$ cat src/rtl/uart_rx_deframer.sv
// -----------------------------------------------------------------------------
// uart_rx_deframer
//
// Oversampled UART receiver. It finds a start bit on an idle-high line,
// majority-votes three mid-bit samples per bit, shifts DATA_WIDTH data bits in
// LSB first, optionally checks a parity bit, checks the stop bit and reports
// the frame one cycle after the stop bit has been sampled.
//
// Ports
//   CLK        : clock, all state changes on the rising edge
//   RST        : asynchronous active-high reset
//   RX_IN      : serial line, idle high, already synchronised to CLK
//   PRESCALE   : CLK cycles per bit (8, 16 or 32), latched at start detect
//   PAR_EN     : 1 = a parity bit follows the data, latched at start detect
//   PAR_TYP    : 0 = even parity, 1 = odd parity, latched at start detect
//   P_DATA     : last correctly received data word
//   DATA_VALID : one-cycle pulse when a frame is accepted
//   PAR_ERR    : parity mismatch in the last frame
//   STP_ERR    : stop bit sampled low in the last frame
//   BUSY       : high whenever the FSM is not in IDLE
// -----------------------------------------------------------------------------
module uart_rx_deframer #(
  parameter int DATA_WIDTH = 8
) (
  input  logic                  CLK,
  input  logic                  RST,
  input  logic                  RX_IN,
  input  logic [5:0]            PRESCALE,
  input  logic                  PAR_EN,
  input  logic                  PAR_TYP,
  output logic [DATA_WIDTH-1:0] P_DATA,
  output logic                  DATA_VALID,
  output logic                  PAR_ERR,
  output logic                  STP_ERR,
  output logic                  BUSY
);

  localparam int BW = (DATA_WIDTH > 1) ? $clog2(DATA_WIDTH) : 1;
  localparam logic [BW-1:0] LAST_BIT = BW'(DATA_WIDTH - 1);

  typedef enum logic [2:0] {
    IDLE,
    START,
    DATA,
    PARITY,
    STOP
  } state_t;

  state_t                state;
  state_t                next_state;

  logic [5:0]            edge_cnt;
  logic [5:0]            prescale_q;
  logic                  par_en_q;
  logic                  par_typ_q;
  logic [BW-1:0]         bit_cnt;
  logic [2:0]            samples;
  logic [DATA_WIDTH-1:0] shift_q;
  logic                  par_bad;
  logic                  stop_ok;
  logic                  result_pending;

  logic [5:0]            half;
  logic                  last_edge;
  logic                  sample_en;
  logic                  bit_value;
  logic                  data_done;

  // Bit timing, all relative to the configuration latched for this frame.
  assign half      = prescale_q >> 1;
  assign last_edge = (edge_cnt == prescale_q - 6'd1);
  assign sample_en = (state != IDLE) &&
                     ((edge_cnt == half - 6'd1) ||
                      (edge_cnt == half) ||
                      (edge_cnt == half + 6'd1));
  // 2-of-3 vote over the three mid-bit samples; read only at the last edge,
  // by which time all three have been captured.
  assign bit_value = (samples[0] & samples[1]) |
                     (samples[0] & samples[2]) |
                     (samples[1] & samples[2]);
  assign data_done = (bit_cnt == LAST_BIT);

  // State register.
  always_ff @(posedge CLK or posedge RST) begin
    if (RST) begin
      state <= IDLE;
    end else begin
      // NOTE: registered state uses non-blocking assignments so every flop
      // updates from values sampled before the edge, independent of order.
      state <= next_state;
    end
  end

  // Next-state and FSM outputs.
  always_comb begin
    // NOTE: every variable gets a default first so no path through the case
    // leaves it unassigned, which would otherwise infer a latch.
    next_state = state;
    BUSY       = (state != IDLE);
    unique case (state)
      IDLE:   if (!RX_IN) next_state = START;
      START:  if (last_edge) next_state = bit_value ? IDLE : DATA;
      DATA:   if (last_edge && data_done) next_state = par_en_q ? PARITY : STOP;
      PARITY: if (last_edge) next_state = STOP;
      STOP:   if (last_edge) next_state = IDLE;
      default: next_state = IDLE;
    endcase
  end

  // Datapath: counters, sampling, shift register and frame result.
  always_ff @(posedge CLK or posedge RST) begin
    if (RST) begin
      edge_cnt       <= '0;
      prescale_q     <= '0;
      par_en_q       <= 1'b0;
      par_typ_q      <= 1'b0;
      bit_cnt        <= '0;
      samples        <= '0;
      // NOTE: the shift register is reset like every other flop because it
      // is only a word wide and keeps reset behaviour fully deterministic.
      shift_q        <= '0;
      par_bad        <= 1'b0;
      stop_ok        <= 1'b0;
      result_pending <= 1'b0;
      P_DATA         <= '0;
      DATA_VALID     <= 1'b0;
      PAR_ERR        <= 1'b0;
      STP_ERR        <= 1'b0;
    end else begin
      DATA_VALID <= 1'b0;

      // Frame result, registered the cycle after the stop bit's last edge.
      if (result_pending) begin
        result_pending <= 1'b0;
        if (!par_bad && stop_ok) begin
          DATA_VALID <= 1'b1;
          P_DATA     <= shift_q;
        end else begin
          PAR_ERR <= par_bad;
          STP_ERR <= !stop_ok;
        end
      end

      if (state == IDLE) begin
        if (!RX_IN) begin
          // The detecting cycle is edge 0 of the start bit.
          edge_cnt   <= 6'd1;
          prescale_q <= PRESCALE;
          par_en_q   <= PAR_EN;
          par_typ_q  <= PAR_TYP;
        end else begin
          edge_cnt <= '0;
        end
      end else begin
        edge_cnt <= last_edge ? 6'd0 : edge_cnt + 6'd1;
        if (sample_en) samples <= {samples[1:0], RX_IN};

        if (last_edge) begin
          unique case (state)
            START: begin
              // A confirmed start bit is the point where the previous frame's
              // error flags are released; a rejected glitch leaves them alone.
              if (!bit_value) begin
                bit_cnt <= '0;
                par_bad <= 1'b0;
                PAR_ERR <= 1'b0;
                STP_ERR <= 1'b0;
              end
            end
            DATA: begin
              shift_q <= {bit_value, shift_q[DATA_WIDTH-1:1]};
              bit_cnt <= data_done ? '0 : bit_cnt + 1'b1;
            end
            PARITY: begin
              par_bad <= (bit_value != ((^shift_q) ^ par_typ_q));
            end
            STOP: begin
              stop_ok        <= bit_value;
              result_pending <= 1'b1;
            end
            default: ;
          endcase
        end
      end
    end
  end

endmodule
$ cat config.mk
export PLATFORM = sky130hd
export DESIGN_NAME = uart_rx_deframer
export DESIGN_NICKNAME = d
export VERILOG_FILES = /design/src/rtl/uart_rx_deframer.sv
export SDC_FILE = /design/constraint.sdc
export NUM_CORES = 1
export LEC_CHECK = 0
export CAP_MARGIN = 40
export CORE_UTILIZATION = 35
export DETAILED_ROUTE_END_ITERATION = 6
export GPL_TIMING_DRIVEN = 1
export PLACE_DENSITY = 0.64
export REMOVE_ABC_BUFFERS = 1
export SYNTH_ARGS = -nofsm -noshare
export SYNTH_HDL_FRONTEND = slang
export SYNTH_SLANG_ARGS = --single-unit
$ cat constraint.sdc
create_clock -name CLK -period 7.4 [get_ports CLK]
set_input_delay 0.74 -clock CLK [delete_from_list [all_inputs] [get_ports CLK]]
set_output_delay 0.74 -clock CLK [all_outputs]
set_load 0.05 [all_outputs]
**Word-level counts from Yosys, hierarchy flattened**

Cells that the tools add are included.

- Register bits: 45
- Bits in latches: 0
- RAM bits: 0
- Memory bits (read-only): 0
- Input bits: 11
- Output and inout port bits: 12
- Logic and storage cells: 97
- Memories: 0

- $add $sub $neg: 5
- $mul: 0
- Divide/modulo/power cells: 0
- Order comparisons: 0
- Equality and inequality tests: 16
- Shifts and indexed selects: 0
- Muxes and demuxes: 33
- Bitwise gates (word level): 8
- Reduce and logical (&&, ||, !) cells: 20

Operators with widths:

| kind | number |
|---|---|
| 2-to-1 mux 3 bit | 8 |
| 2-to-1 mux 1 bit | 19 |
| equality test 6 bit | 3 |
| case mux 3 bit (5 select lines) | 1 |
| 2-to-1 mux 6 bit | 2 |
| != test 2 bit, second input constant | 6 |
| AND reduction 4 bit | 2 |
| XOR reduction 8 bit | 1 |
| adder 5 x 1 -> 6 bit, second input constant | 1 |
| adder 6 x 1 -> 6 bit, second input constant | 1 |
| equality test 3 x 2 -> 1 bit, second input constant | 2 |
| equality test 3 bit, second input constant | 2 |
| equality test 6 x 5 -> 1 bit | 1 |
| case mux 3 bit (2 select lines) | 1 |
| AND reduction 2 bit | 3 |
| AND reduction 3 bit | 2 |
| subtractor 5 x 1 -> 6 bit, second input constant | 1 |
| subtractor 6 x 1 -> 6 bit, second input constant | 1 |
| AND reduction 5 bit | 1 |
| nonzero test 2 bit | 2 |
| adder 3 x 1 -> 3 bit, second input constant | 1 |
| AND 1 bit | 3 |
| equality test 3 x 1 -> 1 bit, second input constant | 1 |
| logical AND 1 bit | 3 |
| 10 further kinds | 14 |

**Depth between registers and ports, before layout**

- Depth in word-level cells: 8
- Mapped depth: 9
- Depth with buffers taken out: 7

**Least setup slack after synthesis**

No wires, ideal clock.

- Path kind: register to register
- Start: register prescale_q[2]
- End: register shift_q[0]
- Setup time: 0.125 ns
- Arrival: 2.197 ns
- Required time: 7.275 ns
- Setup slack: 5.078 ns
- Stages on the path, launching flop included: 10
- Path buffers: 2
- Clock period less this slack: 2.322 ns
- Path through: dfrtp_1 > buf_4 > inv_1 > ha_1 > a21boi_1 > xnor2_1 > o2111ai_4 > nor4_4 > buf_6 > mux2_4

- Cells in the longest elaborated chain, start to end: 3

Ends and longest elaborated chain:

| item | line | source |
|---|---|---|
| start: declaration | 53 | `logic [5:0] prescale_q;` |
| start signal: assignment | 114 | `prescale_q <= '0;` |
| start signal: assignment | 148 | `prescale_q <= PRESCALE;` |
| subtractor 6 x 1 -> 6 bit | 71 | `assign last_edge = (edge_cnt == prescale_q - 6'd1);` |
| equality test 6 bit | 71 |  |
| AND reduction 3 bit (no source line) | - |  |
| end signal: assignment | 171 | `shift_q <= {bit_value, shift_q[DATA_WIDTH-1:1]};` |
| end: declaration | 58 | `logic [DATA_WIDTH-1:0] shift_q;` |

No other way between the ends.
A chain may end at the register's enable or synchronous reset.

**Final worst setup path**

- Start: register prescale_q[2]
- End: register shift_q[5]

Same word-level chain as after synthesis.

==> reports/qor.yml <==
die-area_mm2: 0.00764
place_hpwl_mm: 3.49
start_util: 0.370
cts_sinks: 45
start_kind: "register"
place_ws_ns: 4.45
synth_area_leader_cell: "dfrtp_1"
gp_congestion: 0.832
ys_warn_count: 0
finalMaxSlewViolations: 0
wl_per_cell_um: 13.7
ys_async_sr_fraction: 1.00
io_pins: 23
worstSetupStartpoint: "prescale_q[2]"
antenna_cells: 0
clock_latency_ns: 0.31
nets: 279
synthCells: 242
fin_skew_ns: 0.0104
num_vias: 1763
grtUsageTotal: 0.144
syn_area_mm2: 0.00255
syn2layout_area_growth_pct: 15.7
postRouteAntennaNets: 0
rsz0062_at_grt: "no"
grt_overflow_total: 0
maxSlewHeadroom: 0.430
reg2reg_to: "shift_q[5]"
ys.flop_type: "dfrtp_1"
cts_max_level: 2
antenna_found_initial: 0
netlist.area_leader.share: 0.441
cts.clk_slew.worst_paths_ns: 0.09
drtIter0Drc: 80
grt_pass1_vias: 1732
vdd_drop_max_mv: 0.148
cp_max_fo: 11
max_freq_ghz: 0.340
post_cts_buffers: 0
crit_arrival_ns: 3.14
finalCritPeriodShare: 0.397
ys_seq_area_frac: 0.441
min_period_ns: 2.94
p_per_area_mw_per_mm2: 365
outcome: "finished clean"
holdWs_ns: 0.485
tns_ns: 0
worst_slew_pin_slew_ns: 0.851
synth-seq-cells: 45
endpoint: "shift_q[5]"
rows: 30
grt_max_degree: 40
yosys-top-cells-area: "dfrtp_1 (44%), xor2_1 (5.8%), nand2_1 (5.7%)"
timing.final.ws_setup_ns: 4.46
setup_viol: 0
root_buffer: "clkbuf_8"
wl_mm: 4.89
die_w_um: 87.4
grt_pass1_wl_mm: 8.36
end_kind: "register"
port_buffers: 22
hold_viol: 0
cts-resized-gates: 0
dpl_cell_area_mm2: 0.00284
cts.path.max_buffers: 2
synthDistinctLibCells: 57
r2r-start: "prescale_q[2]"
coreArea_mm2: 0.00691
r2r.worst_path.cells: 7
vias_per_cell: 4.92
path_class: "reg2reg"
drc: 0
critPathRequiredTime_ns: 7.60
cts_tree: "built"
hold_buffers: 0
design_area_mm2: 0.00296
cap_violations: 0
drtPass1Iterations: 4
fin_total_pwr_uw: 1080
hold_class: "reg2reg"
leakagePower_uw: 0.00132
cts_buffers: 5
r2r_slack_ns: 4.46
dieHeight_um: 87.4
synth-edff-count: 0
drive_above_1_share: 0.126
synth_area_per_cell_um2: 10.6
[state kept, by name, indices dropped and copies added (netlist names)]
register and flops:
DATA_VALID 1, PAR_ERR 1, P_DATA 8, STP_ERR 1, bit_cnt 3, edge_cnt 6
par_bad 1, par_en_q 1, par_typ_q 1, prescale_q 6, result_pending 1, samples 3
shift_q 8, state 3, stop_ok 1
[cells by family (layout without fill, tap and decap cells)]
| kind of cell | after synthesis | after routing | share of synthesized area |
|---|---|---|---|
| xor+xnor | 33 | 33 | 0.119 |
| flops | 45 | 45 | 0.441 |
| compound gates | 37 | 37 | 0.125 |
| fa+ha+maj | 8 | 8 | 0.0382 |
| simple gates | 81 | 81 | 0.149 |
| mux | 16 | 16 | 0.0804 |
| buf+inv | 22 | 42 | 0.0470 |
[worst min path at each step]
stage / slack [ns] / start / depth (start not counted) / to
2_1_floorplan: 0.47 / bit_cnt[1] / 1 / bit_cnt[1]
3_3_place_gp: 0.46 / P_DATA[0] / 2 / P_DATA[0]
5_1_grt: 0.51 / P_DATA[0] / 2 / P_DATA[0]
6_report: 0.48 / P_DATA[1] / 2 / P_DATA[1]
3_5_place_dp: 0.46 / P_DATA[2] / 2 / P_DATA[2]
4_1_cts: 0.49 / P_DATA[1] / 2 / P_DATA[1]
[layout by cell type (no fill, tap or decap), types with 3 or more instances in the layout]
cell type | Yosys | layout
a22o_1 | 3 | 3
dfrtp_1 | 45 | 45
nor2b_1 | 5 | 5
nor2_1 | 15 | 15
mux2_2 | 5 | 5
mux2_1 | 3 | 3
nand3_1 | 8 | 8
clkdlybuf4s50_1 | 0 | 22
mux2_4 | 7 | 7
xor2_1 | 17 | 17
nand2_1 | 39 | 39
o21ai_0 | 7 | 7
ha_1 | 7 | 7
inv_1 | 10 | 9
clkbuf_8 | 1 | 6
xnor2_1 | 14 | 14
[report_power, final]
part / switching [uW] / internal (uW) / leakage [uW] / total (uW)
sequential: 102 / 302 / 0.000590 / 404
clock: 89.2 / 110 / 0.0000574 / 199
combinational: 254 / 220 / 0.000675 / 475
total: 446 / 632 / 0.00132 / 1080
[layer usage]
metal,vias up,GRT usage,share of wire
li1,867,-,-
met1,869,0.186,0.49
met2,18,0.229,0.47
met3,9,0.0341,0.028
met4,0,0.0671,0.018
met5,-,0,0
[stage by stage]
step                       util  cells
after floorplan               -    231
after global placement    0.408    349
after detailed placement  0.411    350
after CTS                 0.428    358
after global routing      0.428    358
final                     0.428    358
[worst max-delay path: stages, from the launching register on]
cell       delay, ns
dfrtp_1         0.55
inv_1           0.14
ha_1            0.25
a21boi_1        0.17
xnor2_1         0.27
o2111ai_4       0.25
nor4_4          0.80
mux2_2          0.41
[Yosys cell counts, drive strengths merged, types with 2 or more instances]
library cell,n
a2111oi,2
buf,8
a31o,3
nand4,2
and3,2
nor3,3
xnor2,15
inv,10
a21boi,2
nor2b,5
o21ai,8
o31ai,2
ha,7
nor4,3
dfrtp,45
a21oi,2
nand2,39
a211oi,2
mux2,15
nor3b,2
xor2,18
nand3,8
clkbuf,3
nor2,15
a221oi,2
a22o,3
[final cells by class]
class / instances / area [um2]
multi-input cells: 175 / 1310
clock inverters: 2 / 37.5
fillers: 684 / 3950
repair buffers: 23 / 240
well taps: 96 / 120
clock buffers: 6 / 82.6
flip-flops and latches: 45 / 1130
inverters: 11 / 41.3
Power figures use the tool's default switching activity.
